===== config.mk =====
export PLATFORM = sky130hd
export DESIGN_NAME = cpack_stream_decoder
export DESIGN_NICKNAME = d
export VERILOG_FILES = /design/src/rtl/cpack_pkg.sv /design/src/rtl/cpack_fifo_dict.sv /design/src/rtl/cpack_stream_decoder.sv
export SDC_FILE = /design/constraint.sdc
export NUM_CORES = 1
export LEC_CHECK = 0
export CAP_MARGIN = 5
export CORE_ASPECT_RATIO = 1.1
export CORE_MARGIN = 4
export CORE_UTILIZATION = 58
export CTS_CLUSTER_DIAMETER = 30
export DETAILED_ROUTE_END_ITERATION = 8
export HOLD_SLACK_MARGIN = 0.05
export PLACE_DENSITY = 0.87
export SYNTH_ARGS = -nofsm -noshare
export SYNTH_HDL_FRONTEND = slang
export SYNTH_HIERARCHICAL = 1
export SYNTH_SLANG_ARGS = --single-unit
export TNS_END_PERCENT = 1

===== constraint.sdc =====
create_clock -name i_clk -period 10.9 [get_ports i_clk]
set_clock_uncertainty 0.15 [all_clocks]
set_input_delay 1.09 -clock i_clk [delete_from_list [all_inputs] [get_ports i_clk]]
set_output_delay 1.09 -clock i_clk [all_outputs]
set_load 0.005 [all_outputs]

===== src/rtl/cpack_pkg.sv =====
// rtl/cpack_pkg.sv - prefix-code definitions shared by the cpack compressor and decoder
package cpack_pkg;

  localparam int DICT_IDX_W = 4;

  typedef enum logic [2:0] {
    ZZZZ,
    XXXX,
    MMMM,
    MMXX,
    ZZZX,
    MMMX,
    ILLEGAL
  } code_t;

  localparam logic [5:0] LEN_ZZZZ = 6'd2;
  localparam logic [5:0] LEN_XXXX = 6'd34;
  localparam logic [5:0] LEN_MMMM = 6'd6;
  localparam logic [5:0] LEN_MMXX = 6'd24;
  localparam logic [5:0] LEN_ZZZX = 6'd12;
  localparam logic [5:0] LEN_MMMX = 6'd16;

  localparam logic [1:0] PFX_ZZZZ    = 2'b00;
  localparam logic [1:0] PFX_XXXX    = 2'b01;
  localparam logic [1:0] PFX_MMMM    = 2'b10;
  localparam logic [1:0] PFX_LONG    = 2'b11;
  localparam logic [3:0] PFX_MMXX    = 4'b1100;
  localparam logic [3:0] PFX_ZZZX    = 4'b1101;
  localparam logic [3:0] PFX_MMMX    = 4'b1110;
  localparam logic [3:0] PFX_ILLEGAL = 4'b1111;

  // Only the top four stream bits are needed to identify any code.
  function automatic code_t classify(input logic [3:0] hdr);
    code_t c;
    case (hdr[3:2])
      PFX_ZZZZ: c = ZZZZ;
      PFX_XXXX: c = XXXX;
      PFX_MMMM: c = MMMM;
      default: begin
        case (hdr)
          PFX_MMXX: c = MMXX;
          PFX_ZZZX: c = ZZZX;
          PFX_MMMX: c = MMMX;
          default:  c = ILLEGAL;
        endcase
      end
    endcase
    return c;
  endfunction

  function automatic logic [5:0] code_len(input code_t c);
    logic [5:0] l;
    case (c)
      ZZZZ:    l = LEN_ZZZZ;
      XXXX:    l = LEN_XXXX;
      MMMM:    l = LEN_MMMM;
      MMXX:    l = LEN_MMXX;
      ZZZX:    l = LEN_ZZZX;
      MMMX:    l = LEN_MMMX;
      default: l = 6'd4;
    endcase
    return l;
  endfunction

endpackage


===== src/rtl/cpack_fifo_dict.sv =====
// rtl/cpack_fifo_dict.sv - FIFO-replacement dictionary with combinational read and flat image
module cpack_fifo_dict
  import cpack_pkg::*;
#(
  parameter int DATA_WIDTH = 32,
  parameter int DEPTH      = 16
) (
  input  logic                        i_clk,
  input  logic                        i_reset,
  input  logic                        wr_en,
  input  logic [DATA_WIDTH-1:0]       wr_data,
  input  logic [DICT_IDX_W-1:0]       rd_idx,
  output logic [DATA_WIDTH-1:0]       rd_data,
  output logic [DICT_IDX_W-1:0]       wr_ptr,
  output logic [DEPTH*DATA_WIDTH-1:0] dict_data
);

  logic [DATA_WIDTH-1:0] mem [DEPTH];

  always_ff @(posedge i_clk or negedge i_reset) begin
    if (!i_reset) begin
      for (int i = 0; i < DEPTH; i++) mem[i] <= '0;
      wr_ptr <= '0;
    end else if (wr_en) begin
      mem[wr_ptr] <= wr_data;
      wr_ptr      <= (wr_ptr == DICT_IDX_W'(DEPTH - 1)) ? '0 : wr_ptr + 1'b1;
    end
  end

  assign rd_data = mem[rd_idx];

  for (genvar g = 0; g < DEPTH; g++) begin : g_image
    assign dict_data[g*DATA_WIDTH +: DATA_WIDTH] = mem[g];
  end

endmodule


===== src/rtl/cpack_stream_decoder.sv =====
// rtl/cpack_stream_decoder.sv - parses the packed MSB-first prefix-code stream into 32-bit words
module cpack_stream_decoder
  import cpack_pkg::*;
#(
  parameter int DATA_WIDTH     = 32,
  parameter int CHUNK_WIDTH    = 32,
  parameter int DICT_ENTRY     = 16,
  parameter int WORDS_PER_LINE = 4,
  parameter int BUF_WIDTH      = 64
) (
  input  logic                             i_clk,
  input  logic                             i_reset,
  input  logic [CHUNK_WIDTH-1:0]           i_chunk,
  input  logic                             i_chunk_valid,
  output logic                             o_chunk_ready,
  output logic [DATA_WIDTH-1:0]            o_word,
  output logic                             o_word_valid,
  output logic                             o_word_last,
  input  logic                             i_word_ready,
  output logic                             o_error,
  output logic [DICT_ENTRY*DATA_WIDTH-1:0] o_dict_data
);

  localparam int FILL_W = $clog2(BUF_WIDTH + 1);
  localparam int CNT_W  = (WORDS_PER_LINE > 1) ? $clog2(WORDS_PER_LINE) : 1;
  localparam int B      = BUF_WIDTH;

  typedef enum logic {RUN, ERR} state_t;

  state_t                state_q, state_d;
  logic [B-1:0]          buf_q, buf_d, shifted;
  logic [FILL_W-1:0]     fill_q, fill_d, fill_c;
  logic [CNT_W-1:0]      cnt_q, cnt_d;
  logic [DATA_WIDTH-1:0] word_d;
  logic                  valid_d, last_d;

  logic [3:0]            hdr;
  code_t                 code;
  logic [5:0]            len;
  logic                  run, hdr_ok, fire, line_end, accept;
  logic [DICT_IDX_W-1:0] rd_idx, wr_ptr;
  logic [DATA_WIDTH-1:0] rd_data, decoded;

  // Field positions are fixed relative to the left-aligned head of the buffer.
  logic [DATA_WIDTH-1:0] f_w;
  logic [DICT_IDX_W-1:0] f_idx_short, f_idx_long;
  logic [15:0]           f_d16;
  logic [7:0]            f_b8_short, f_b8_long;

  assign hdr         = buf_q[B-1 -: 4];
  assign code        = classify(hdr);
  assign len         = code_len(code);
  assign f_w         = buf_q[B-3 -: DATA_WIDTH];
  assign f_idx_short = buf_q[B-3 -: DICT_IDX_W];
  assign f_idx_long  = buf_q[B-5 -: DICT_IDX_W];
  assign f_d16       = buf_q[B-9 -: 16];
  assign f_b8_short  = buf_q[B-5 -: 8];
  assign f_b8_long   = buf_q[B-9 -: 8];

  assign run      = (state_q == RUN);
  assign hdr_ok   = (fill_q >= FILL_W'(2)) &&
                    ((hdr[3:2] != PFX_LONG) || (fill_q >= FILL_W'(4)));
  assign fire     = run && hdr_ok && (code != ILLEGAL) &&
                    (fill_q >= FILL_W'(len)) && (!o_word_valid || i_word_ready);
  assign line_end = fire && (cnt_q == CNT_W'(WORDS_PER_LINE - 1));

  assign o_chunk_ready = i_reset && run && (fill_q <= FILL_W'(BUF_WIDTH - CHUNK_WIDTH));
  assign accept        = i_chunk_valid && o_chunk_ready;
  assign o_error       = (state_q == ERR);

  assign rd_idx = (code == MMMM) ? f_idx_short : f_idx_long;

  cpack_fifo_dict #(
    .DATA_WIDTH (DATA_WIDTH),
    .DEPTH      (DICT_ENTRY)
  ) u_dict (
    .i_clk     (i_clk),
    .i_reset   (i_reset),
    .wr_en     (fire && (code == XXXX)),
    .wr_data   (f_w),
    .rd_idx    (rd_idx),
    .rd_data   (rd_data),
    .wr_ptr    (wr_ptr),
    .dict_data (o_dict_data)
  );

  always_comb begin
    decoded = '0;
    case (code)
      XXXX:    decoded = f_w;
      MMMM:    decoded = rd_data;
      MMXX:    decoded = {rd_data[DATA_WIDTH-1 -: DATA_WIDTH-16], f_d16};
      ZZZX:    decoded = {{(DATA_WIDTH-8){1'b0}}, f_b8_short};
      MMMX:    decoded = {rd_data[DATA_WIDTH-1 -: DATA_WIDTH-8], f_b8_long};
      default: decoded = '0;
    endcase
  end

  always_comb begin
    state_d = state_q;
    shifted = buf_q;
    fill_c  = fill_q;
    cnt_d   = cnt_q;
    word_d  = o_word;
    valid_d = o_word_valid;
    last_d  = o_word_last;

    if (run && hdr_ok && (code == ILLEGAL)) state_d = ERR;

    // Lines are chunk-padded, so whatever remains after the last word is padding.
    if (line_end) begin
      shifted = '0;
      fill_c  = '0;
      cnt_d   = '0;
    end else if (fire) begin
      shifted = buf_q << len;
      fill_c  = fill_q - FILL_W'(len);
      cnt_d   = cnt_q + 1'b1;
    end

    buf_d  = shifted;
    fill_d = fill_c;
    if (accept) begin
      buf_d  = shifted | ({i_chunk, {(B-CHUNK_WIDTH){1'b0}}} >> fill_c);
      fill_d = fill_c + FILL_W'(CHUNK_WIDTH);
    end

    if (fire) begin
      word_d  = decoded;
      valid_d = 1'b1;
      last_d  = line_end;
    end else if (i_word_ready) begin
      valid_d = 1'b0;
      last_d  = 1'b0;
    end
  end

  always_ff @(posedge i_clk or negedge i_reset) begin
    if (!i_reset) begin
      state_q      <= RUN;
      buf_q        <= '0;
      fill_q       <= '0;
      cnt_q        <= '0;
      o_word       <= '0;
      o_word_valid <= 1'b0;
      o_word_last  <= 1'b0;
    end else begin
      state_q      <= state_d;
      buf_q        <= buf_d;
      fill_q       <= fill_d;
      cnt_q        <= cnt_d;
      o_word       <= word_d;
      o_word_valid <= valid_d;
      o_word_last  <= last_d;
    end
  end

endmodule


==> impl.org <==
** Status
- The run finished, with violations left.
- Failing checks :: DRC

** CTS
- Buffers from clock root to sink, at most :: 3
- Depth of the CTS H-tree :: 3
- Clock root buffer master :: clkbuf_16
- The clock drives 624 sinks.
- CTS hold repair buffers :: 0
- Num CTS Buffers :: 121
- In this run, post-CTS repair resized a total of 0 instances.
- TritonCTS clock tree :: yes
- Clock-pin slew was measured on the worst setup and hold paths at 50 ps.
- At the later pin of the worst-skew pair, clock insertion delay measures 710 ps.
- In this run the post-CTS setup repair buffer count came out at 0.

** Global route
- Overall fraction of global-route tracks in use :: 49.9%
- Met1 global-route usage :: 57.7%
- Number of global-route vias before repair :: 30,500
- Antenna violations before repair :: 3
- After global routing the overflow that remains totals 0.
- Busiest grt layer :: met2
- Entering global routing, the biggest net connects 165 pins.
- Global routing used 77.3% of the available met2 tracks.
- Met3 routing resource usage after global routing :: 19.0%
- The first global-routing pass estimated 224,000 µm of wire.

** STA
- Time the worst path needs with I/O delays and setup :: 6740 ps
- Based on the critical path, the design can be clocked at up to 0.148 GHz.
- The count of endpoints failing hold in the final timing report is 0.
- Setup repair after global routing missed its margin :: false
- Worst hold margin :: 299 ps
- Setup total negative slack :: 0 ps
- Final cycle utilization of the critical path :: 61.8%
- Headroom to the max-slew limit came out at 12.2%.
- Setup violations remaining at the end of the flow were counted as 0.
- For the pin with the worst max-slew slack, the measured transition is 1310 ps.
- Max Slew Vio Count :: 0

** Route
- The count of nets left with antenna violations once routing finished came out at 0.
- Total Routed Length :: 156,000 µm
- Using the TritonRoute via totals, the vias-per-cell ratio works out to 7.35.
- Number of vias after detailed routing :: 29,700
- The pre-antenna-repair detailed-routing pass consisted of 9 iterations.
- After detailed routing, the number of remaining DRC violations is 6.
- For this block, the initial DRC count from the detailed router was 4,228.
- In the final routed layout, each cell accounts on average for 38.6 µm.

** Pwr
- Pleak :: 19.9 nW
- In this run, the combinational gates consume 45.8% of the power.
- The internal portion of the total power is 7.37 mW.
- Switching Share :: 44.8%
- In this run the power spent charging and discharging nets is 5.99 mW.
- Per report_power, the sequential group accounts for 25.1% of the total.
- Dividing total power by cell area gives a power density of 306 nW/µm².
- The worst-case IR drop observed on VDD is 216 µV.
- The clock network burns 29.1% of the power.

** Yosys
- In this run the cell area of the synthesized design comes to 33,000 µm².
- Share of cell area taken by muxes after synthesis :: 32.4%
- Proportion of register bits with asynchronous set or reset after synthesis :: 100%
- The synthesized netlist devotes 10.8% of its cell area to compound gates.
- Simple logic cell fraction of the synthesized area :: 5.35%
- The largest total area in the synthesized netlist belongs to dfrtp_1.
- Most instantiated library cell after synthesis :: dfrtp_1
- Post-Syn Instances :: 2,652
- After synthesis, the largest family of logic cells by area is multiplexers.
- Adder and majority cell fraction of the synthesized area :: 0.440%
- Area contributors post-synth :: dfrtp_1 47%, mux2_2 18%, mux4_2 9.2%
- Synthesis instantiated 83 different standard cells from the library.
- Top-area cell type share of the netlist area :: 47.3%
- After synthesis the netlist holds a flip-flop and latch count of 624.
- Prevailing post-synth register cell :: dfrtp_1
- For this run, the number of Yosys warnings is 6.
- A synthesized cell averages 12.4 µm².
- Syn Nets :: 2,699
- Most frequent cells after synthesis :: 624 x dfrtp_1, 522 x mux2_2, 248 x nand2_1
- The synthesized design contains 0 enable-type register cells.
- After Yosys synthesis, XOR and XNOR cells account for 0.159% of the synthesized area.
- Sequential element share of the synthesized area :: 47.3%

** Worst setup path
- Critical path data arrival time :: 7180 ps
- The worst setup path is launched from a flop.
- Terminus of the critical flop-to-flop path :: buf_q[20]
- Crit path max fanout :: 75
- The critical path is of the flop to flop type.
- Worst r2r path cells :: 14
- Critical path capture point type :: flop
- The worst register-to-register path begins at buf_q[62].
- STA puts the critical path data required time at 11,350 ps.
- Setup slack of the worst register-to-register path :: 4160 ps

** Cells and area
- Area taken by flip-flops and latches :: 15,600 µm²
- Fraction of layout cells with a size suffix above 1 :: 30.2%
- Final net count :: 3,235
- Antenna diode count :: 0
- After filler insertion, the fill cell instance count of the layout stands at 3,110.
- In the final layout, the multi-input gates occupy 16,400 µm².
- Area growth syn-to-layout :: 32.2%

** Floorplanning
- 584 I/O pins were placed.
- The die covers 60,800 µm².
- Standard cell core area :: 56,200 µm²
- In this run the horizontal extent of the chip is 235 µm.
- Floorplan row count :: 91
- Vertical die dimension :: 258 µm
- Effective utilization at floorplan :: 58.7%

** Placement
- The count of buffers added on input and output ports is 583.
- Half-perimeter wire length after placement :: 102,000 µm
- Final weighted congestion in routability-driven placement :: 1.07

** Min path
- The min-delay analysis places its worst path in the category input port to async pin.

** Flow run
- Count of max-cap constraint violations :: 0
## state kept, by name, summed over array words and instances, names as in the netlist
signal            flops
o_word_valid          1
fill_q                7
buf_q                64
o_error               1
o_word               32
cnt_q                 2
u_dict/wr_ptr         4
o_word_last           1
u_dict/dict_data    512
## logic make-up after synthesis
logic type               count (synthesis)
AO/OA/AOI/OAI                          515
XOR/XNOR                                 6
adder cells (fa/ha/maj)                 11
buffers and inverters                  259
flip-flops                             624
multiplexers                           831
AND/OR/NAND/NOR                        406
## placed cells by master, fill, tap and decap left out, types with 25 or more instances in the layout
master and instances:
o221ai_1 28, clkdlybuf4s50_1 582, dfrtp_1 622, mux4_2 135, a22oi_1 116, a21oi_1 89
nor2_1 63, clkbuf_16 122, mux2_2 521, buf_4 60, a222oi_1 25, nand2_1 247
mux2i_1 162, o21ai_0 110
## worst max-delay path, stage by stage (launching register included)
cell       delay, ps
dfrtp_1          340
clkinv_1         660
nor2_4           250
buf_4            520
clkinv_1         140
buf_4            250
ha_1             360
a311oi_1         630
a211o_4          790
o31a_1           220
buf_4            430
inv_2            390
o21ai_0         1010
o2111ai_1        290
nand3_1          180
## per-layer routing
metal  vias up  wire length, µm
li1      11200                -
met1     14800            49700
met2      2831            69900
met3       900            21200
met4         8            14800
met5         -               90
## power by group through the flow
| stage | Combinational [mW] | Sequential, mW | Clock (mW) |
|---|---|---|---|
| 2_1_floorplan | 3.43 | 3.09 | 0 |
| 3_3_place_gp | 5.77 | 3.28 | 0 |
| 3_5_place_dp | 5.80 | 3.31 | 0 |
| 4_1_cts | 5.87 | 3.31 | 3.87 |
| 5_1_grt | 6.27 | 3.37 | 3.99 |
| 6_report | 6.12 | 3.36 | 3.88 |
## layout make-up
cell class | instances | share of cell area [%]
multi-input combinational | 1769 | 37.6
sequential | 624 | 35.8
timing repair buffer | 645 | 14.5
clock buffer | 141 | 7.37
clock inverter | 89 | 2.34
tap | 744 | 2.13
inverter | 27 | 0.238
## stage by stage
stage / worst slack, ps / instance area, µm² / cells / utilization, % / total power [mW]
3_5_place_dp: 4530 / 39400 / 3809 / 70.0 / 9.11
5_1_grt: 4070 / 43600 / 4039 / 77.5 / 13.6
4_1_cts: 4530 / 43600 / 4039 / 77.5 / 13.1
2_1_floorplan: 5640 / 33000 / 2652 / - / 6.52
3_3_place_gp: 4500 / 39400 / 3809 / 70.0 / 9.05
6_report: 4160 / 43600 / 4039 / 77.5 / 13.4
## worst max path at each step
stage                    from                     to  slack (ps)
finish              buf_q[62]              buf_q[20]        4160
global route        buf_q[62]               buf_q[6]        4070
CTS                 buf_q[62]               buf_q[6]        4530
floorplan           buf_q[60]  u_dict/dict_data[161]        5640
global placement    buf_q[62]               buf_q[4]        4500
detailed placement  buf_q[62]               buf_q[6]        4530
Power figures use the tool's default switching activity.
